`src/rtl/zombie_pkg.sv`:
```
// Shared types and constants for the zombie wave engine.
// The lane band constants are also used by the pixel colour logic.
package zombie_pkg;

  typedef enum logic [2:0] {
    ST_IDLE,
    ST_PLAY,
    ST_NEXT,
    ST_LOSE,
    ST_WIN
  } state_e;

  localparam logic [7:0] OH_I     = 8'h01;
  localparam logic [7:0] OH_L1    = 8'h02;
  localparam logic [7:0] OH_NL2   = 8'h04;
  localparam logic [7:0] OH_L2    = 8'h08;
  localparam logic [7:0] OH_NL3   = 8'h10;
  localparam logic [7:0] OH_L3    = 8'h20;
  localparam logic [7:0] OH_DONEL = 8'h40;
  localparam logic [7:0] OH_DONEW = 8'h80;

  localparam int DEF_X_START     = 799;
  localparam int DEF_END_OF_LAWN = 0;

  localparam int LANE_Y_TOP  = 80;
  localparam int LANE_HEIGHT = 80;

  function automatic int lane_y_top(input int lane);
    return LANE_Y_TOP + lane * LANE_HEIGHT;
  endfunction

  // Levels beyond 3 share the level-3 codes; the display only has three.
  function automatic logic [7:0] state_onehot(input state_e st, input logic [2:0] lvl);
    logic [7:0] oh;
    oh = OH_I;
    case (st)
      ST_IDLE: oh = OH_I;
      ST_PLAY: oh = (lvl == 3'd1) ? OH_L1 : (lvl == 3'd2) ? OH_L2 : OH_L3;
      ST_NEXT: oh = (lvl == 3'd1) ? OH_NL2 : OH_NL3;
      ST_LOSE: oh = OH_DONEL;
      default: oh = OH_DONEW;
    endcase
    return oh;
  endfunction

endpackage

```
`src/rtl/zombie_lane.sv`:
```
// One lawn row: zombie X position, pea hit count and alive flag.
// A killing hit takes priority over movement on the same edge.
module zombie_lane
  import zombie_pkg::*;
#(
  parameter int X_W          = 10,
  parameter int X_START      = DEF_X_START,
  parameter int END_OF_LAWN  = DEF_END_OF_LAWN,
  parameter int HITS_TO_KILL = 5,
  parameter int HIT_W        = 4,
  parameter int STEP_W       = 3
) (
  input  logic              clk,
  input  logic              reset_n,
  input  logic              reload,
  input  logic              launch,
  input  logic              tick,
  input  logic [STEP_W-1:0] step,
  input  logic              hit,
  output logic [X_W-1:0]    x,
  output logic              alive,
  output logic              killed_pulse,
  output logic              at_end
);

  localparam logic [X_W:0] END_WIDE = (X_W+1)'(END_OF_LAWN);

  logic [X_W-1:0]   r_x;
  logic [HIT_W-1:0] r_hits;
  logic             r_alive;
  logic [X_W-1:0]   w_x_moved;
  logic             w_hit_ok;
  logic             w_kill;
  logic             w_move;

  // Hits only count while alive, so the counter stops at HITS_TO_KILL.
  assign w_hit_ok = hit && r_alive;
  assign w_kill   = w_hit_ok && (r_hits == HIT_W'(HITS_TO_KILL - 1));
  assign w_move   = tick && (r_alive || launch) && !w_kill;

  always_comb begin
    w_x_moved = r_x - X_W'(step);
    if ({1'b0, r_x} <= END_WIDE + (X_W+1)'(step))
      w_x_moved = X_W'(END_OF_LAWN);
  end

  always_ff @(posedge clk or negedge reset_n) begin
    if (!reset_n) begin
      r_x     <= X_W'(X_START);
      r_hits  <= '0;
      r_alive <= 1'b0;
    end else if (reload) begin
      r_x     <= X_W'(X_START);
      r_hits  <= '0;
      r_alive <= 1'b0;
    end else begin
      if (w_hit_ok)
        r_hits <= r_hits + 1'b1;
      if (w_kill) begin
        r_alive <= 1'b0;
      end else if (w_move) begin
        r_x     <= w_x_moved;
        r_alive <= 1'b1;
      end
    end
  end

  assign x            = r_x;
  assign alive        = r_alive;
  assign killed_pulse = w_kill;
  assign at_end       = r_alive && (r_x == X_W'(END_OF_LAWN));

endmodule

```
`src/rtl/zombie_wave_ctrl.sv`:
```
// Multi-lane zombie wave engine: level FSM, movement tick divider,
// staggered lane launches and the saturating kill counter.
module zombie_wave_ctrl
  import zombie_pkg::*;
#(
  parameter int NUM_LANES    = 5,
  parameter int X_W          = 10,
  parameter int X_START      = DEF_X_START,
  parameter int END_OF_LAWN  = DEF_END_OF_LAWN,
  parameter int TICK_DIV     = 500000,
  parameter int HITS_TO_KILL = 5,
  parameter int HIT_W        = 4,
  parameter int KILL_W       = 16,
  parameter int NUM_LEVELS   = 3,
  parameter int LAUNCH_GAP   = 40
) (
  input  logic                     clk,
  input  logic                     reset_n,
  input  logic                     start,
  input  logic [NUM_LANES-1:0]     hit_valid,
  output logic [NUM_LANES*X_W-1:0] zombie_x,
  output logic [NUM_LANES-1:0]     zombie_alive,
  output logic [KILL_W-1:0]        zombies_killed,
  output logic [2:0]               level,
  output logic [7:0]               state,
  output logic                     tick
);

  localparam int DIV_W  = $clog2(TICK_DIV);
  // The launch counter parks one past the last launch so no lane relaunches.
  localparam int LC_MAX = (NUM_LANES - 1) * LAUNCH_GAP + 1;
  localparam int LC_W   = $clog2(LC_MAX + 1);
  localparam int PC_W   = $clog2(NUM_LANES + 1);

  state_e              r_state, w_state_next;
  logic [2:0]          r_level, w_level_next;
  logic [7:0]          r_state_oh;
  logic [DIV_W-1:0]    r_div;
  logic [LC_W-1:0]     r_launch_cnt;
  logic [KILL_W-1:0]   r_killed;
  logic [NUM_LANES-1:0] r_dead;

  logic                 w_playing;
  logic                 w_tick;
  logic                 w_reload;
  logic                 w_clear_kills;
  logic [NUM_LANES-1:0] w_launch;
  logic [NUM_LANES-1:0] w_kill_pulse;
  logic [NUM_LANES-1:0] w_at_end;
  logic [PC_W-1:0]      w_kill_cnt;
  logic [KILL_W:0]      w_kill_sum;

  assign w_playing = (r_state == ST_PLAY);
  assign w_tick    = w_playing && (r_div == DIV_W'(TICK_DIV - 1));

  for (genvar gi = 0; gi < NUM_LANES; gi++) begin : g_lane
    assign w_launch[gi] = w_tick && (r_launch_cnt == LC_W'(gi * LAUNCH_GAP));

    zombie_lane #(
      .X_W          (X_W),
      .X_START      (X_START),
      .END_OF_LAWN  (END_OF_LAWN),
      .HITS_TO_KILL (HITS_TO_KILL),
      .HIT_W        (HIT_W),
      .STEP_W       (3)
    ) u_lane (
      .clk          (clk),
      .reset_n      (reset_n),
      .reload       (w_reload),
      .launch       (w_launch[gi]),
      .tick         (w_tick),
      .step         (r_level),
      .hit          (hit_valid[gi] && w_playing),
      .x            (zombie_x[gi*X_W +: X_W]),
      .alive        (zombie_alive[gi]),
      .killed_pulse (w_kill_pulse[gi]),
      .at_end       (w_at_end[gi])
    );
  end

  always_comb begin
    w_kill_cnt = '0;
    for (int i = 0; i < NUM_LANES; i++)
      w_kill_cnt = w_kill_cnt + PC_W'(w_kill_pulse[i]);
  end

  assign w_kill_sum = {1'b0, r_killed} + (KILL_W+1)'(w_kill_cnt);

  // A zombie at the end of the lawn beats a simultaneous level clear.
  always_comb begin
    w_state_next  = r_state;
    w_level_next  = r_level;
    w_reload      = 1'b0;
    w_clear_kills = 1'b0;
    case (r_state)
      ST_IDLE: begin
        if (start) begin
          w_state_next = ST_PLAY;
          w_level_next = 3'd1;
          w_reload     = 1'b1;
        end
      end
      ST_PLAY: begin
        if (|w_at_end)
          w_state_next = ST_LOSE;
        else if (&r_dead)
          w_state_next = (r_level == 3'(NUM_LEVELS)) ? ST_WIN : ST_NEXT;
      end
      ST_NEXT: begin
        if (start) begin
          w_state_next = ST_PLAY;
          w_level_next = r_level + 3'd1;
          w_reload     = 1'b1;
        end
      end
      default: begin
        if (start) begin
          w_state_next  = ST_IDLE;
          w_level_next  = 3'd1;
          w_reload      = 1'b1;
          w_clear_kills = 1'b1;
        end
      end
    endcase
  end

  always_ff @(posedge clk or negedge reset_n) begin
    if (!reset_n) begin
      r_state      <= ST_IDLE;
      r_level      <= 3'd1;
      r_state_oh   <= OH_I;
      r_div        <= '0;
      r_launch_cnt <= '0;
      r_killed     <= '0;
      r_dead       <= '0;
    end else begin
      r_state    <= w_state_next;
      r_level    <= w_level_next;
      r_state_oh <= state_onehot(w_state_next, w_level_next);

      if (w_reload) begin
        r_div        <= '0;
        r_launch_cnt <= '0;
        r_dead       <= '0;
      end else if (w_playing) begin
        r_div  <= w_tick ? '0 : r_div + 1'b1;
        r_dead <= r_dead | w_kill_pulse;
        if (w_tick && (r_launch_cnt != LC_W'(LC_MAX)))
          r_launch_cnt <= r_launch_cnt + 1'b1;
      end

      if (w_clear_kills)
        r_killed <= '0;
      else if (w_kill_sum[KILL_W])
        r_killed <= '1;
      else
        r_killed <= w_kill_sum[KILL_W-1:0];
    end
  end

  assign zombies_killed = r_killed;
  assign level          = r_level;
  assign state          = r_state_oh;
  assign tick           = w_tick;

endmodule
```
`config.mk`:
```
export PLATFORM = sky130hd
export DESIGN_NAME = zombie_wave_ctrl
export DESIGN_NICKNAME = d
export VERILOG_FILES = /design/src/rtl/zombie_pkg.sv /design/src/rtl/zombie_lane.sv /design/src/rtl/zombie_wave_ctrl.sv
export SDC_FILE = /design/constraint.sdc
export NUM_CORES = 1
export LEC_CHECK = 0
export ABC_CLOCK_PERIOD_IN_PS = 4600
export BUFFER_PORTS_ARGS = -buffer_cell sky130_fd_sc_hd__buf_2
export CAP_MARGIN = 20
export CORE_MARGIN = 2
export CORE_UTILIZATION = 45
export CTS_BUF_LIST = sky130_fd_sc_hd__clkbuf_16
export DETAILED_ROUTE_END_ITERATION = 12
export PLACE_DENSITY_LB_ADDON = 0.25
export SYNTH_ARGS = -nofsm -noshare
export SYNTH_HDL_FRONTEND = slang
export SYNTH_SLANG_ARGS = --single-unit
```
`constraint.sdc`:
```
create_clock -name clk -period 4.6 [get_ports clk]
set_input_delay 0.23 -clock clk [delete_from_list [all_inputs] [get_ports clk]]
set_output_delay 0.23 -clock clk [all_outputs]
set_load 0.02 [all_outputs]
```
==> reports/metrics.cfg <==
[critical_path]
required_ns=4.95
endpoint_kind=register
crit_arrival_ns=4.68
worstSetupPathType=reg2reg
rr_worst_depth=14
cp-start-kind=register
worstPathMaxFanout=12

[finish]
fill_cells=1607
nNetsFinal=1004
drive_gt1_frac=0.195
final_cells=1190
diodes=0
syn_to_final_growth_pct=17.0

[power]
p_int_mw=2.36
switching_share=0.278
p_clk_frac=0.420
pwr-share-comb=0.126
leakage_nw=4.13
seqPwrFrac=0.454
total_power_mw=3.26
power.switching_uw=907
irDropWorstVdd_mv=0.286
power_density_nw_per_um2=353

[floorplanning]
fp.dieH_um=137
dieWidth_um=137
core_area_um2=17200
io_pins=91
placementRows=48
initial_core_util=0.459
die-area_um2=18600

[synth]
synth_cell_types=59
synth-edff-count=0
synthCells=858
ys_warn_count=0
synth-seq-cells=137
seq_area_frac_synth=0.439
syn_area_um2=7910
synth_nets=910
synth-main-ff-cell=dfrtp_1
synthArstFlopShare=1.00
synth.avg_cell_area_um2=9.21

[placed_design]
io_buffers=90
dp_cells=1155
gp_congestion=0.852
place_hpwl_mm=13.5

[routing]
drt_iter0_markers=434
vias_per_cell=5.73
wl_per_cell_um=16.3
vias=6821
drc=0
dr.pass1.iters=5
ant_nets=0
finalWirelength_mm=19.4

[worst_hold_path]
hold_path_class=in2reg
min_path_cells=2

[sta]
max_freq_mhz=231
drv_slew=0
timing.setup.tns_ns=0
worst_pin_slew_ns=0.920
finalClockSkew_ns=0.00650
finalCritPeriodShare=0.941
slew_headroom=0.382
period_minus_slack_ns=4.33
rsz0062_at_grt=no
setup_viol=0
hold_viol_final=0

[clocking]
numCtsBuffers=17
clk_latency_ns=0.43
cts.htree.levels=4
path_clk_slew_ns=0.06
cts_tree=built
clock_tree.buffer_depth=2
cts_sinks=137
root_buffer=clkbuf_16

[grt]
overflow=0
grt_pass1_wl_mm=31.8
grt_pass1_vias=6372
antenna_found_initial=0
grt_max_degree=112
track_usage=0.217

[job]
drv_cap=0

[outcome]
outcome=complete, no violations

## sequential cells by signal, summed over array words and instances, names as in the netlist
register,cells
g_lane.u_lane.x,50
g_lane.u_lane.r_hits,20
r_div,19
zombies_killed,16
r_launch_cnt,8
state,8
g_lane.u_lane.alive,5
r_dead,5
level,3
r_state,3
## per-stage QoR
step	utilization	worst slack, ns	cell area [µm²]	hold WS (ns)
final	0.537	0.273	9250	0.172
after global placement	0.500	0.391	8620	0.450
after global routing	0.537	0.0163	9250	0.177
after detailed placement	0.500	0.295	8620	0.457
after CTS	0.534	0.178	9210	0.143
after floorplan	-	0.339	7910	-0.0656
## cell usage after synthesis (all sizes together) (18+ instances only)
cell	n	area share
a21oi	48	0.030
and3	18	0.014
clkbuf	24	0.011
dfrtp	100	0.32
dfstp	37	0.12
ha	36	0.057
inv	42	0.020
nand2	89	0.043
nand3	33	0.021
nand4	18	0.014
nor2	78	0.037
nor3	28	0.018
nor4	18	0.018
o21ai	68	0.043
xnor2	23	0.025
## area by class of cell
cell class | count | area (µm²) | area share
clock buffers | 17 | 425 | 0.0460
clock inverters | 15 | 160 | 0.0173
inverters | 43 | 161 | 0.0174
multi-input cells | 646 | 4140 | 0.448
flip-flops and latches | 137 | 3470 | 0.375
well taps | 225 | 282 | 0.0304
repair buffers | 107 | 607 | 0.0656
## critical path, cell delays in order (launching register included)
cell and delay [ns]:
dfrtp_1 0.44, or3b_2 0.55, nor4_2 0.40, fa_1 0.47, inv_1 0.08, fa_1 0.42
inv_1 0.07, ha_1 0.17, fa_1 0.21, a21oi_1 0.15, nor4_1 0.53, nand4_1 0.21
buf_4 0.22, and3_1 0.17, nor3_1 0.15
## layer usage
layer | share of wire | vias up | track usage
met3 | 0.040 | 26 | 0.0374
met5 | 0 | - | 0
met2 | 0.46 | 148 | 0.340
met1 | 0.48 | 3338 | 0.303
li1 | - | 3309 | -
met4 | 0.019 | 0 | 0.0758
## kinds of logic (layout without fill, tap and decap cells)
logic type / Yosys count / in the layout / share of synthesized area
flip-flops: 137 / 137 / 0.439
adder cells (fa/ha/maj): 44 / 44 / 0.0772
buffers and inverters: 75 / 182 / 0.0388
AND/OR/NAND/NOR: 366 / 366 / 0.245
XOR/XNOR: 34 / 34 / 0.0377
AO/OA/AOI/OAI: 192 / 192 / 0.149
multiplexers: 10 / 10 / 0.0128
## cell usage in the layout (no fill, tap or decap), types with 17 or more instances in the layout
master / count
ha_1: 36
clkbuf_16: 17
a21oi_1: 48
and3_1: 18
nand3_1: 33
nor3_1: 28
dfrtp_1: 100
inv_1: 43
nor2_1: 76
buf_2: 89
nand4_1: 18
dfstp_2: 37
o21ai_0: 67
nand2_1: 88
xnor2_1: 23
## power groups by stage
stage / combinational [mW] / clock, mW / sequential (mW)
floorplan: 0.270 / 0 / 1.49
global placement: 0.401 / 0 / 1.50
detailed placement: 0.410 / 0 / 1.50
CTS: 0.415 / 1.39 / 1.48
global route: 0.482 / 1.45 / 1.50
finish: 0.411 / 1.37 / 1.48
## what timing repair did
action                                 in CTS  in global routing
endpoints found under the hold margin       9                  0
setup endpoints to repair                   0                  1
resized for setup                           0                  1
buffers inserted                            0                  0
hold buffers                                1                  0
## path summary, 6_finish.rpt
| check | start | slack [ns] | to |
|---|---|---|---|
| min reg2reg | r_dead[1] | 0.47 | r_dead[1] |
| max | r_state[2] | 0.27 | zombies_killed[11] |
| min in group asynchronous | reset_n | 0.24 | g_lane[4].u_lane.x[7] |
| min | start | 0.17 | r_state[2] |
| max reg2reg | r_state[2] | 0.27 | zombies_killed[11] |
| max in group asynchronous | reset_n | 3.25 | r_launch_cnt[6] |
(Power assumes the default switching activity.)
